`src/rtl/insn_sequencer_pkg.sv`:
```
// Package rv_ctrl_pkg: shared types and constants for the multi-cycle RV32I
// control path.
//   seq_state_e  - sequencer FSM states
//   insn_class_e - coarse instruction class that picks the stages to visit
//   OPC_*        - RV32I major opcodes (instruction bits [6:0])
package rv_ctrl_pkg;

  typedef enum logic [2:0] {
    S_IDLE,
    S_FETCH,
    S_DECODE,
    S_EXECUTE,
    S_MEMORY,
    S_WRITEBACK,
    S_HALT
  } seq_state_e;

  typedef enum logic [2:0] {
    C_ALU,     // OP, OP-IMM, LUI, AUIPC
    C_LOAD,
    C_STORE,
    C_BRANCH,
    C_JUMP,    // JAL, JALR
    C_FENCE,   // MISC-MEM
    C_SYS,     // ECALL/EBREAK and the rest of SYSTEM
    C_ILL
  } insn_class_e;

  localparam logic [6:0] OPC_LOAD     = 7'b0000011;
  localparam logic [6:0] OPC_STORE    = 7'b0100011;
  localparam logic [6:0] OPC_BRANCH   = 7'b1100011;
  localparam logic [6:0] OPC_JAL      = 7'b1101111;
  localparam logic [6:0] OPC_JALR     = 7'b1100111;
  localparam logic [6:0] OPC_OP       = 7'b0110011;
  localparam logic [6:0] OPC_OP_IMM   = 7'b0010011;
  localparam logic [6:0] OPC_LUI      = 7'b0110111;
  localparam logic [6:0] OPC_AUIPC    = 7'b0010111;
  localparam logic [6:0] OPC_MISC_MEM = 7'b0001111;
  localparam logic [6:0] OPC_SYSTEM   = 7'b1110011;

endpackage

```
`src/rtl/insn_sequencer_if.sv`:
```
// Interface bundling every signal between the sequencer and the datapath /
// memories it controls.
//   master - the sequencer: takes decode/execute/memory status, drives all
//            enables, requests, sticky flags and statistics counters
//   slave  - the datapath side, the mirror image of master
interface insn_sequencer_if #(
  parameter int CNTW = 32
);

  // Status into the sequencer
  logic [6:0]      opcode;      // from decode, valid in DECODE and later
  logic [4:0]      rd;          // destination register from decode
  logic            br_taken;    // branch resolution, valid in EXECUTE
  logic            imem_ready;  // instruction memory data available
  logic            dmem_ready;  // data memory access completed

  // Controls out of the sequencer
  logic            imem_req;
  logic            insn_we;
  logic            dec_en;
  logic            exe_en;
  logic            dmem_req;
  logic            dmem_we;
  logic            rf_we;
  logic            pc_we;
  logic            pc_sel;      // 0: PC+4, 1: branch/jump target
  logic            halted;
  logic            illegal;
  logic            bus_err;
  logic [CNTW-1:0] cycle_cnt;
  logic [CNTW-1:0] retired;

  modport master (
    input  opcode, rd, br_taken, imem_ready, dmem_ready,
    output imem_req, insn_we, dec_en, exe_en, dmem_req, dmem_we,
           rf_we, pc_we, pc_sel, halted, illegal, bus_err,
           cycle_cnt, retired
  );

  modport slave (
    output opcode, rd, br_taken, imem_ready, dmem_ready,
    input  imem_req, insn_we, dec_en, exe_en, dmem_req, dmem_we,
           rf_we, pc_we, pc_sel, halted, illegal, bus_err,
           cycle_cnt, retired
  );

endinterface

```
`src/rtl/insn_sequencer_classifier.sv`:
```
// opcode_classifier: purely combinational map from the 7-bit major opcode to
// the instruction class that steers the sequencer.
//   opcode - instruction bits [6:0] from decode
//   cls    - instruction class; C_ILL for any unlisted opcode
module opcode_classifier
  import rv_ctrl_pkg::*;
(
  input  logic [6:0]  opcode,
  output insn_class_e cls
);

  always_comb begin
    unique case (opcode)
      OPC_LOAD:     cls = C_LOAD;
      OPC_STORE:    cls = C_STORE;
      OPC_BRANCH:   cls = C_BRANCH;
      OPC_JAL,
      OPC_JALR:     cls = C_JUMP;
      OPC_OP,
      OPC_OP_IMM,
      OPC_LUI,
      OPC_AUIPC:    cls = C_ALU;
      OPC_MISC_MEM: cls = C_FENCE;
      OPC_SYSTEM:   cls = C_SYS;
      // NOTE: every path through combinational logic must assign cls, or a
      // latch is inferred; the default arm covers all remaining encodings.
      default:      cls = C_ILL;
    endcase
  end

endmodule

```
`src/rtl/insn_sequencer.sv`:
```
// insn_sequencer: multi-cycle control FSM for the non-pipelined RV32I core.
// Walks FETCH -> DECODE -> EXECUTE -> MEMORY -> WRITEBACK, skipping the
// stages an instruction class does not need, and owns every stage enable.
//   clk  - core clock, rising edge
//   rst  - synchronous active-low reset
//   bus  - master side of insn_sequencer_if (status in, enables/flags/
//          counters out)
// All outputs are registered except the handshake-qualified pulses:
// insn_we (imem_ready in FETCH), the store retire pc_we (dmem_ready in
// MEMORY) and the taken-branch pc_sel (br_taken, resolved in EXECUTE).
module insn_sequencer
  import rv_ctrl_pkg::*;
#(
  parameter int CNTW     = 32,
  parameter int MAX_WAIT = 255
) (
  input  logic            clk,
  input  logic            rst,
  insn_sequencer_if.master bus
);

  localparam int              WAITW      = (MAX_WAIT > 1) ? $clog2(MAX_WAIT + 1) : 1;
  localparam bit              TIMEOUT_EN = (MAX_WAIT != 0);
  localparam logic [WAITW-1:0] WAIT_LAST = WAITW'((MAX_WAIT > 0) ? MAX_WAIT - 1 : 0);

  function automatic logic [CNTW-1:0] sat_inc(input logic [CNTW-1:0] v);
    return (&v) ? v : v + CNTW'(1);
  endfunction

  seq_state_e       state;
  insn_class_e      cls_q;
  insn_class_e      dec_cls;
  logic [WAITW-1:0] wait_cnt;

  logic             imem_req_q, dec_en_q, exe_en_q, dmem_req_q, dmem_we_q;
  logic             rf_we_q, pc_we_q, pc_sel_q;
  logic             halted_q, illegal_q, bus_err_q;
  logic [CNTW-1:0]  cycle_cnt_q, retired_q;

  logic             timeout;
  logic             store_done;
  logic             retire;

  opcode_classifier u_classifier (
    .opcode (bus.opcode),
    .cls    (dec_cls)
  );

  // The final wait cycle is still allowed to complete; the timeout only
  // fires when ready is also absent on that cycle.
  assign timeout    = TIMEOUT_EN && (wait_cnt == WAIT_LAST);

  // A store retires in the same cycle its data access completes.
  assign store_done = (state == S_MEMORY) && (cls_q == C_STORE) && bus.dmem_ready;
  assign retire     = pc_we_q || store_done;

  always_ff @(posedge clk) begin
    // NOTE: all state here uses non-blocking assignments so every register
    // samples pre-edge values; reset is synchronous and wins in any state.
    if (!rst) begin
      state       <= S_IDLE;
      cls_q       <= C_ALU;
      wait_cnt    <= '0;
      imem_req_q  <= 1'b0;
      dec_en_q    <= 1'b0;
      exe_en_q    <= 1'b0;
      dmem_req_q  <= 1'b0;
      dmem_we_q   <= 1'b0;
      rf_we_q     <= 1'b0;
      pc_we_q     <= 1'b0;
      pc_sel_q    <= 1'b0;
      halted_q    <= 1'b0;
      illegal_q   <= 1'b0;
      bus_err_q   <= 1'b0;
      cycle_cnt_q <= '0;
      retired_q   <= '0;
    end else begin
      // Single-cycle enables fall unless the transition below re-asserts them.
      dec_en_q <= 1'b0;
      exe_en_q <= 1'b0;
      rf_we_q  <= 1'b0;
      pc_we_q  <= 1'b0;
      pc_sel_q <= 1'b0;

      if (state != S_HALT) cycle_cnt_q <= sat_inc(cycle_cnt_q);
      if (retire)          retired_q   <= sat_inc(retired_q);

      unique case (state)
        S_IDLE: begin
          state      <= S_FETCH;
          imem_req_q <= 1'b1;
          wait_cnt   <= '0;
        end

        S_FETCH: begin
          if (bus.imem_ready) begin
            state      <= S_DECODE;
            imem_req_q <= 1'b0;
            dec_en_q   <= 1'b1;
          end else if (timeout) begin
            state      <= S_HALT;
            imem_req_q <= 1'b0;
            halted_q   <= 1'b1;
            bus_err_q  <= 1'b1;
          end else if (TIMEOUT_EN) begin
            wait_cnt <= wait_cnt + WAITW'(1);
          end
        end

        S_DECODE: begin
          cls_q <= dec_cls;
          if (dec_cls == C_SYS || dec_cls == C_ILL) begin
            state     <= S_HALT;
            halted_q  <= 1'b1;
            illegal_q <= (dec_cls == C_ILL);
          end else begin
            state    <= S_EXECUTE;
            exe_en_q <= 1'b1;
            // Branches and fences retire in EXECUTE.
            pc_we_q  <= (dec_cls == C_BRANCH) || (dec_cls == C_FENCE);
          end
        end

        S_EXECUTE: begin
          if (cls_q == C_LOAD || cls_q == C_STORE) begin
            state      <= S_MEMORY;
            dmem_req_q <= 1'b1;
            dmem_we_q  <= (cls_q == C_STORE);
            wait_cnt   <= '0;
          end else if (cls_q == C_BRANCH || cls_q == C_FENCE) begin
            state      <= S_FETCH;
            imem_req_q <= 1'b1;
            wait_cnt   <= '0;
          end else begin
            state    <= S_WRITEBACK;
            rf_we_q  <= (bus.rd != 5'd0);
            pc_we_q  <= 1'b1;
            pc_sel_q <= (cls_q == C_JUMP);
          end
        end

        S_MEMORY: begin
          if (bus.dmem_ready) begin
            dmem_req_q <= 1'b0;
            dmem_we_q  <= 1'b0;
            if (cls_q == C_LOAD) begin
              state   <= S_WRITEBACK;
              rf_we_q <= (bus.rd != 5'd0);
              pc_we_q <= 1'b1;
            end else begin
              state      <= S_FETCH;
              imem_req_q <= 1'b1;
              wait_cnt   <= '0;
            end
          end else if (timeout) begin
            state      <= S_HALT;
            dmem_req_q <= 1'b0;
            dmem_we_q  <= 1'b0;
            halted_q   <= 1'b1;
            bus_err_q  <= 1'b1;
          end else if (TIMEOUT_EN) begin
            wait_cnt <= wait_cnt + WAITW'(1);
          end
        end

        S_WRITEBACK: begin
          state      <= S_FETCH;
          imem_req_q <= 1'b1;
          wait_cnt   <= '0;
        end

        S_HALT: state <= S_HALT;

        default: state <= S_IDLE;
      endcase
    end
  end

  assign bus.imem_req  = imem_req_q;
  assign bus.insn_we   = (state == S_FETCH) && bus.imem_ready;
  assign bus.dec_en    = dec_en_q;
  assign bus.exe_en    = exe_en_q;
  assign bus.dmem_req  = dmem_req_q;
  assign bus.dmem_we   = dmem_we_q;
  assign bus.rf_we     = rf_we_q;
  assign bus.pc_we     = retire;
  assign bus.pc_sel    = pc_sel_q ||
                         ((state == S_EXECUTE) && (cls_q == C_BRANCH) && bus.br_taken);
  assign bus.halted    = halted_q;
  assign bus.illegal   = illegal_q;
  assign bus.bus_err   = bus_err_q;
  assign bus.cycle_cnt = cycle_cnt_q;
  assign bus.retired   = retired_q;

endmodule

```
`src/flat_wrapper.sv`:
```
// flat-port wrapper written by rule: the top's interface ports become plain ports
module insn_sequencer_flat import rv_ctrl_pkg::*;
#(
  parameter int CNTW     = 32,
  parameter int MAX_WAIT = 255
)
  (clk, rst, bus_opcode, bus_rd, bus_br_taken, bus_imem_ready, bus_dmem_ready, bus_imem_req, bus_insn_we, bus_dec_en, bus_exe_en, bus_dmem_req, bus_dmem_we, bus_rf_we, bus_pc_we, bus_pc_sel, bus_halted, bus_illegal, bus_bus_err, bus_cycle_cnt, bus_retired);
  insn_sequencer_if #(.CNTW(CNTW)) bus_i ();
  input  logic clk;
  input  logic rst;
  input wire logic [$bits(bus_i.opcode)-1:0] bus_opcode;
  input wire logic [$bits(bus_i.rd)-1:0] bus_rd;
  input wire logic [$bits(bus_i.br_taken)-1:0] bus_br_taken;
  input wire logic [$bits(bus_i.imem_ready)-1:0] bus_imem_ready;
  input wire logic [$bits(bus_i.dmem_ready)-1:0] bus_dmem_ready;
  output wire logic [$bits(bus_i.imem_req)-1:0] bus_imem_req;
  output wire logic [$bits(bus_i.insn_we)-1:0] bus_insn_we;
  output wire logic [$bits(bus_i.dec_en)-1:0] bus_dec_en;
  output wire logic [$bits(bus_i.exe_en)-1:0] bus_exe_en;
  output wire logic [$bits(bus_i.dmem_req)-1:0] bus_dmem_req;
  output wire logic [$bits(bus_i.dmem_we)-1:0] bus_dmem_we;
  output wire logic [$bits(bus_i.rf_we)-1:0] bus_rf_we;
  output wire logic [$bits(bus_i.pc_we)-1:0] bus_pc_we;
  output wire logic [$bits(bus_i.pc_sel)-1:0] bus_pc_sel;
  output wire logic [$bits(bus_i.halted)-1:0] bus_halted;
  output wire logic [$bits(bus_i.illegal)-1:0] bus_illegal;
  output wire logic [$bits(bus_i.bus_err)-1:0] bus_bus_err;
  output wire logic [$bits(bus_i.cycle_cnt)-1:0] bus_cycle_cnt;
  output wire logic [$bits(bus_i.retired)-1:0] bus_retired;
  assign bus_i.opcode = bus_opcode;
  assign bus_i.rd = bus_rd;
  assign bus_i.br_taken = bus_br_taken;
  assign bus_i.imem_ready = bus_imem_ready;
  assign bus_i.dmem_ready = bus_dmem_ready;
  assign bus_imem_req = bus_i.imem_req;
  assign bus_insn_we = bus_i.insn_we;
  assign bus_dec_en = bus_i.dec_en;
  assign bus_exe_en = bus_i.exe_en;
  assign bus_dmem_req = bus_i.dmem_req;
  assign bus_dmem_we = bus_i.dmem_we;
  assign bus_rf_we = bus_i.rf_we;
  assign bus_pc_we = bus_i.pc_we;
  assign bus_pc_sel = bus_i.pc_sel;
  assign bus_halted = bus_i.halted;
  assign bus_illegal = bus_i.illegal;
  assign bus_bus_err = bus_i.bus_err;
  assign bus_cycle_cnt = bus_i.cycle_cnt;
  assign bus_retired = bus_i.retired;
  insn_sequencer #(.CNTW(CNTW), .MAX_WAIT(MAX_WAIT)) u_core (.clk(clk), .rst(rst), .bus(bus_i));
endmodule
```
`config.mk`:
```
export PLATFORM = sky130hd
export DESIGN_NAME = insn_sequencer_flat
export DESIGN_NICKNAME = d
export VERILOG_FILES = /design/src/rtl/insn_sequencer_pkg.sv /design/src/rtl/insn_sequencer_if.sv /design/src/rtl/insn_sequencer_classifier.sv /design/src/rtl/insn_sequencer.sv /design/src/flat_wrapper.sv
export SDC_FILE = /design/constraint.sdc
export NUM_CORES = 1
export LEC_CHECK = 0
export ABC_AREA = 1
export BUFFER_PORTS_ARGS = -buffer_cell sky130_fd_sc_hd__buf_2
export CAP_MARGIN = 20
export CORE_ASPECT_RATIO = 0.7
export CORE_UTILIZATION = 40
export CTS_CLUSTER_DIAMETER = 40
export DETAILED_ROUTE_END_ITERATION = 10
export PLACE_DENSITY = 0.59
export SYNTH_ARGS = -nofsm -noshare
export SYNTH_HDL_FRONTEND = slang
export SYNTH_HIERARCHICAL = 1
export SYNTH_SLANG_ARGS = --single-unit
```
`constraint.sdc`:
```
create_clock -name clk -period 1.9 [get_ports clk]
set_input_delay 0.38 -clock clk [delete_from_list [all_inputs] [get_ports clk]]
set_output_delay 0.38 -clock clk [all_outputs]
set_load 0.05 [all_outputs]
```
==> results of run 1 <==
-- final timing paths --
check	start	to	slack, ps	cells past startpoint
worst min register to register	u_core/cls_q[1]$_SDFFE_PN0P_	u_core/pc_sel_q$_SDFF_PP0_	450	1
worst max register to register	u_core/bus.retired[0]$_SDFFE_PN0P_	u_core/bus.retired[14]$_SDFFE_PN0P_	100	8
worst max-delay path	u_core/cls_q[1]$_SDFFE_PN0P_	bus_pc_we	70	5
worst min-delay path	bus_rd[0]	u_core/bus.rf_we$_SDFF_PN0_	320	3
-- per-stage QoR --
step	total power, mW	area [sq um]	utilization
4_1_cts	4.66	6990	0.520
6_report	4.64	7070	0.526
5_1_grt	4.87	7070	0.526
3_5_place_dp	2.84	6690	0.497
3_3_place_gp	2.84	6690	0.497
2_1_floorplan	2.63	5660	-
-- synthesized netlist by cell type (10+ instances only) --
master,number,area [sq um]
nand2_1,350,1310
nor2_1,162,608
dfxtp_1,89,1780
inv_1,70,263
a21oi_1,52,260
nand3_1,47,235
o21ai_0,21,105
xor2_1,20,175
a21oi_2,18,158
nand4_1,13,81.3
xnor2_1,10,87.6
-- cell type report --
class	instances	area, sq um
Clock buffer	11	243
Clock inverter	3	41.3
Fill cell	1435	6380
Inverter	76	298
Multi-Input combinational cell	740	3440
Sequential cell	89	1800
Tap cell	185	231
Timing Repair Buffer	156	1010
-- routing by layer --
metal | vias to the layer above | GRT usage
met5 | - | 0
met4 | 0 | 0.0499
met3 | 18 | 0.0582
met2 | 231 | 0.336
met1 | 2780 | 0.390
li1 | 3198 | -
-- power by group --
part           internal (mW)  leakage (nW)  total (mW)  switching [mW]
Sequential              1.94         0.726        2.01          0.0702
Clock                   1.04         0.142        1.78           0.743
Combinational          0.252          2.10       0.843           0.590
-- kinds of logic (layout without fill, tap and decap cells) --
kind of cell,Yosys count,in the layout
adders and majority gates,4,4
AOI/OAI and AO/OA,99,99
xor gates and xnor gates,30,30
DFF,89,89
buffers and inverters,96,246
and+or+nand+nor,607,607
-- sequential cells by signal, summed over array words and instances (netlist names), 3 cells and up --
| name | cells |
|---|---|
| u_core/state | 3 |
| u_core/cls_q | 3 |
| u_core/bus.retired | 32 |
| u_core/wait_cnt | 8 |
| u_core/bus.cycle_cnt | 32 |
-- tightest hold or removal path, delay by kind of cell --
family / cells / cell delay, ps
buffers and inverters: 1 / 90
and+or+nand+nor: 1 / 80
AOI/OAI and AO/OA: 1 / 70
-- repair_timing --
item                       in CTS  in global routing
setup buffers                   0                  2
hold endpoints to repair        0                  0
resized for setup               8                 14
gates cloned                    0                  1
setup endpoints to repair      28                 55
pin swaps                       1                  2
==> impl_results.md, run 1 <==
* Status: completed
* Startpoint Class: register
* Most frequent cells in the layout: nand2_1 (347), nor2_1 (159), buf_2 (89)
* Total Neg Setup Slack at 0 ps
* Max-slew violations at 0
* Die width at 144 um
* Yosys reg bits at 89
* XOR/XNOR Fraction of Synth Area at 0.0466
* Number of cell rows at 35
* Clock network latency to the later pin of the worst-skew pair at ~350 ps
* Antenna Diode Count at 0
* Largest stage delay on the critical path at about 350 ps
* Gr usage total at 0.249
* Asr flop ratio synth at 0
* WHS at roughly 320 ps
* Worst Path Arrival at 1450 ps
* Top FF cell, synth: dfxtp_1
* Largest family of logic cells by synthesized area: simple AND/OR/NAND/NOR gates
* Grt ovf at 0
* Worst slew pin tran at around 540 ps
* Slowest cell on the critical path: dfxtp_2
* Number of global-route vias before repair at 5,443
* Post-synth EDFFs at 0
* Antenna violations before repair at 0
* VDD IR-drop max at about 430 uV
* Average wire per standard cell at 13.8 um
* Buf/Inv on CP at 2
* Routed length on met3 at about 1.7 mm
* Simple-gate share of the synthesized area at 0.445
* Count of final hold-check violations at 0
* Max-cap violations at 0
* DIE AREA at 14,600 sq um
* Routed WL at 17.3 mm
* Detail Route Antenna Nets at 0
* Most common cell after layout, fill and taps aside: nand2_1
* Non-Filler Instances at roughly 1,300
* Worst setup EP type: output port
* CTS H-Tree Depth at 3
* # setup viols final at 0
* Final setup margin at between 70 and 80 ps
* GP Congestion at between 0.8 and 0.9
* CTS Root Cell: clkbuf_16
* Reg clk slew, reported paths at roughly 60 ps
* Max-slew headroom at 0.641
* Synth Net Count at 946
* Register area share after synthesis at 0.316
* Mapped Cells at 925
* Power Density at roughly 660 nW/um^2
* DRC viols at 0
* DRT iter0 DRCs at 428
* Netlist cell types at 38
* Starting Density at 0.420
* Area grow syn2layout at 25.2%
* Final worst-path cycle share at 0.962
* Compound-cell area share of the yosys netlist at 0.105
* Share of post-route cells with drive strength above 1 at 0.225
* Post-detailed-placement half-perimeter wirelength at ~13 mm
* CTS tree: built
* Pre-CTS setup slack at -139 ps
* Max Used Layer: met4
* Inserted Clock Buffers at 9
* Via density per instance at 4.94
* # IOs at between 90 and 100
* Port Buffers at 92
* CP Class: register to output port
* Die Height at between 100 and 150 um
* Nets at roughly 1,100
* Via count at just over 6,000
* YS warnings at 6
* Placed Cells at between 1,000 and 1,500
* CORE AREA at ~13,000 sq um
* Final min period at roughly 1800 ps
* Multiplexer share of the synthesized area at 0
* Achievable frequency at around 550 MHz
* Met2 WL at between 6 and 7 mm
* Crit-path max FO at 5
* Synthesized cell area at around 5600 sq um
* TritonCTS sink count at 89
* Largest net degree at the start of global routing at 27
* Worst EP required at between 1500 and 2000 ps
* Worst hold path class: input pin to register
* WL met1 at between 9 and 10 mm
* Synth Area in Adders at 0.00887
* Avg Inst Size Synth at approximately 6.1 sq um
* TritonRoute pass-1 iters at 5
* Leak Pwr at 2.97 nW
* First-pass GRT wire length at roughly 28 mm
* Clock Tree Buf Depth at 2
* Setup Skew at between 9 and 10 ps
* Critical path cell sequence: inv_1, nor2_2, nand2_2, o21bai_4, buf_8
* Post-CTS Hold Buffers at 0
* Crit path max-delay family: flip-flops
(Power assumes the default switching activity.)
==> run 2, diff against run 1 <==
--- a/config.mk
+++ b/config.mk
@@ -5,14 +5,12 @@
 export SDC_FILE = /design/constraint.sdc
 export NUM_CORES = 1
 export LEC_CHECK = 0
-export ABC_AREA = 1
 export BUFFER_PORTS_ARGS = -buffer_cell sky130_fd_sc_hd__buf_2
 export CAP_MARGIN = 20
 export CORE_ASPECT_RATIO = 0.7
 export CORE_UTILIZATION = 40
-export CTS_CLUSTER_DIAMETER = 40
 export DETAILED_ROUTE_END_ITERATION = 10
-export PLACE_DENSITY = 0.59
+export PLACE_DENSITY = 0.6
 export SYNTH_ARGS = -nofsm -noshare
 export SYNTH_HDL_FRONTEND = slang
 export SYNTH_HIERARCHICAL = 1
==> impl_results.md, run 2 <==
* Post-synth EDFFs at 0
* Yosys reg bits at 89
* Setup Skew at roughly 7.0 ps
* Area grow syn2layout at 45.4%
* Most common cell after layout, fill and taps aside: buf_2
* Final Power at about 4.6 mW
* Max-cap violations at 0
* Fill cells at about 1,000
* Max-slew headroom at 0.624
* Final setup margin at -60.9 ps
* RSZ-0062 raised after global routing: true
* # IOs at 93
* Antenna Diode Count at 0
* Register area share after synthesis at 0.377
* Detail Route Antenna Nets at 0
* Via density per instance at between 5 and 6
* GP Congestion at about 0.85
* Largest net degree at the start of global routing at just over 40
* Startpoint Class: register
* Inserted Clock Buffers at 9
* Power Density at 671 nW/um^2
* Post-synth top cells: dfxtp_1 (89), a21oi_1 (60), nand2_1 (46), nor2_1 (35), nand3_1 (33)
* Clock Tree Buf Depth at 2
* Clock network latency to the later pin of the worst-skew pair at 340 ps
* Post-detailed-placement half-perimeter wirelength at about 10 mm
* Max-slew violations at 0
* Asr flop ratio synth at 0
* Die width at 132 um
* Multi-input gate area at 3050 sq um
* Worst hold path class: input pin to register
* Netlist cell types at between 50 and 60
* Synth area leader: dfxtp_1
* First-pass GRT wire length at 22.9 mm
* Top cells by area, synth: dfxtp_1 (38%), a21oi_1 (6.4%), nand2_1 (3.7%)
* Routed WL at roughly 15 mm
* Antenna violations before repair at 0
* Final min period at approximately 2000 ps
* Leak Pwr at ~2.7 nW
* Worst setup EP type: register
* Via count at 5,261
* Synthesized cell area at between 4000 and 5000 sq um
* VDD IR-drop max at around 450 uV
* Most frequent cells in the layout: buf_2 (89), buf_4 (84), a21oi_1 (47)
* Total Neg Setup Slack at -278 ps
* Number of global-route vias before repair at approximately 4,600
* DRC viols at 0
* Violations in the final reports: setup timing
* CTS Root Cell: clkbuf_16
* Register area at roughly 2000 sq um
* Starting Density at 0.420
* TritonCTS sink count at around 90
* Die Height at 93.0 um
* Synth top area share at 0.377
* Achievable frequency at just over 500 MHz
* Gr usage total at 0.231
* Status: finished with violations
* CP Class: register to register
* CTS H-Tree Depth at 3
* Crit-path max FO at 8
* # setup viols final at 9
* Port Buffers at 92
* Worst slew pin tran at 557 ps
* Top FF cell, synth: dfxtp_1
* Share of post-route cells with drive strength above 1 at 0.458
* Average wire per standard cell at 16.2 um
* CTS tree: built
* Final worst-path cycle share at 1.03
* Count of final hold-check violations at 0
* Most numerous cell in the Yosys netlist: dfxtp_1
* CORE AREA at ~11,000 sq um
* Grt ovf at 0
* Number of cell rows at 32
* Worst EP required at roughly 2200 ps
* DRT iter0 DRCs at around 360
* TritonRoute pass-1 iters at 6
* DIE AREA at approximately 12,000 sq um
* Non-Filler Instances at approximately 900
* Placed Cells at 870
* Synth Net Count at about 600
* YS warnings at 6
* Worst Path Arrival at between 2000 and 2500 ps
* Mapped Cells at 578
* Reg clk slew, reported paths at about 60 ps
* Nets at approximately 770
* Avg Inst Size Synth at about 8.2 sq um
-- run 2: cell types whose count changed in the layout (fill, tap and decap cells not counted), moves of 20 or more --
cell     previous run  this run
buf_4              61        84
dfxtp_1            74        22
dfxtp_2            14        35
dfxtp_4             1        32
inv_1              69        12
nand2_1           347        41
nor2_1            159        35
or3_1               0        20
-- run 2: final timing paths --
| kind | slack (ps) | from | endpoint | depth (start not counted) |
|---|---|---|---|---|
| worst min-delay path | 340 | bus_rd[1] | u_core/bus.rf_we$_SDFF_PN0_ | 3 |
| worst min register to register | 450 | u_core/bus.halted$_SDFFE_PN0P_ | u_core/bus.halted$_SDFFE_PN0P_ | 2 |
| worst max register to register | -60 | u_core/state[0]$_SDFF_PN0_ | u_core/wait_cnt[6]$_SDFFE_PN0P_ | 9 |
| worst max-delay path | -60 | u_core/state[0]$_SDFF_PN0_ | u_core/wait_cnt[6]$_SDFFE_PN0P_ | 9 |
-- run 2: cells by family (layout without fill, tap and decap cells) --
family | count (synthesis) | count (layout) | share of synthesized area
mux | 12 | 12 | 0.0254
compound gates | 145 | 146 | 0.194
xor+xnor | 12 | 12 | 0.0222
fa+ha+maj | 4 | 4 | 0.0106
flops | 89 | 89 | 0.377
buf+inv | 47 | 219 | 0.0413
simple gates | 269 | 269 | 0.330
-- run 2: critical path, stage by stage (launching register included) --
cell and delay [ps]:
dfxtp_4 360, buf_6 120, buf_8 120, nor4bb_4 150
buf_4 140, a21oi_2 110, nand4_1 210, buf_6 210
or3_4 330, a21oi_2 140
-- run 2: final cells by class --
cell class	instances	area share
clock buffer	12	0.0373
clock inverter	4	0.0107
inverter	14	0.00765
multi-input combinational	443	0.443
sequential	89	0.283
tap	153	0.0279
timing repair buffer	189	0.190
-- run 2: stage by stage --
| step | setup slack [ps] | instance area [sq um] | hold slack [ps] | util |
|---|---|---|---|---|
| floorplan | -189 | 4970 | 483 | - |
| global placement | -72.0 | 6110 | 439 | 0.543 |
| detailed placement | -118 | 6110 | 444 | 0.543 |
| CTS | -52.2 | 6610 | 337 | 0.587 |
| global route | -127 | 6870 | 345 | 0.611 |
| finish | -60.9 | 6870 | 339 | 0.611 |
-- run 2: timing repair --
action / CTS / global route
hold buffers: 0 / 0
pin swaps: 6 / 27
setup endpoints to repair: 34 / 49
buffers inserted: 7 / 8
gates cloned: 2 / 1
resized for setup: 28 / 55
-- run 2: layer usage --
metal | GRT usage | routed length [um] | vias up
li1 | - | - | 2555
met1 | 0.332 | 7170 | 2531
met2 | 0.350 | 6560 | 166
met3 | 0.0460 | 823 | 9
met4 | 0.0552 | 98 | 0
met5 | 0 | 0 | -
-- run 2: power breakdown --
| group | internal [mW] | leakage [nW] | switching (mW) |
|---|---|---|---|
| sequential | 1.87 | 0.762 | 0.0424 |
| clock | 1.23 | 0.159 | 0.727 |
| combinational | 0.323 | 1.81 | 0.420 |
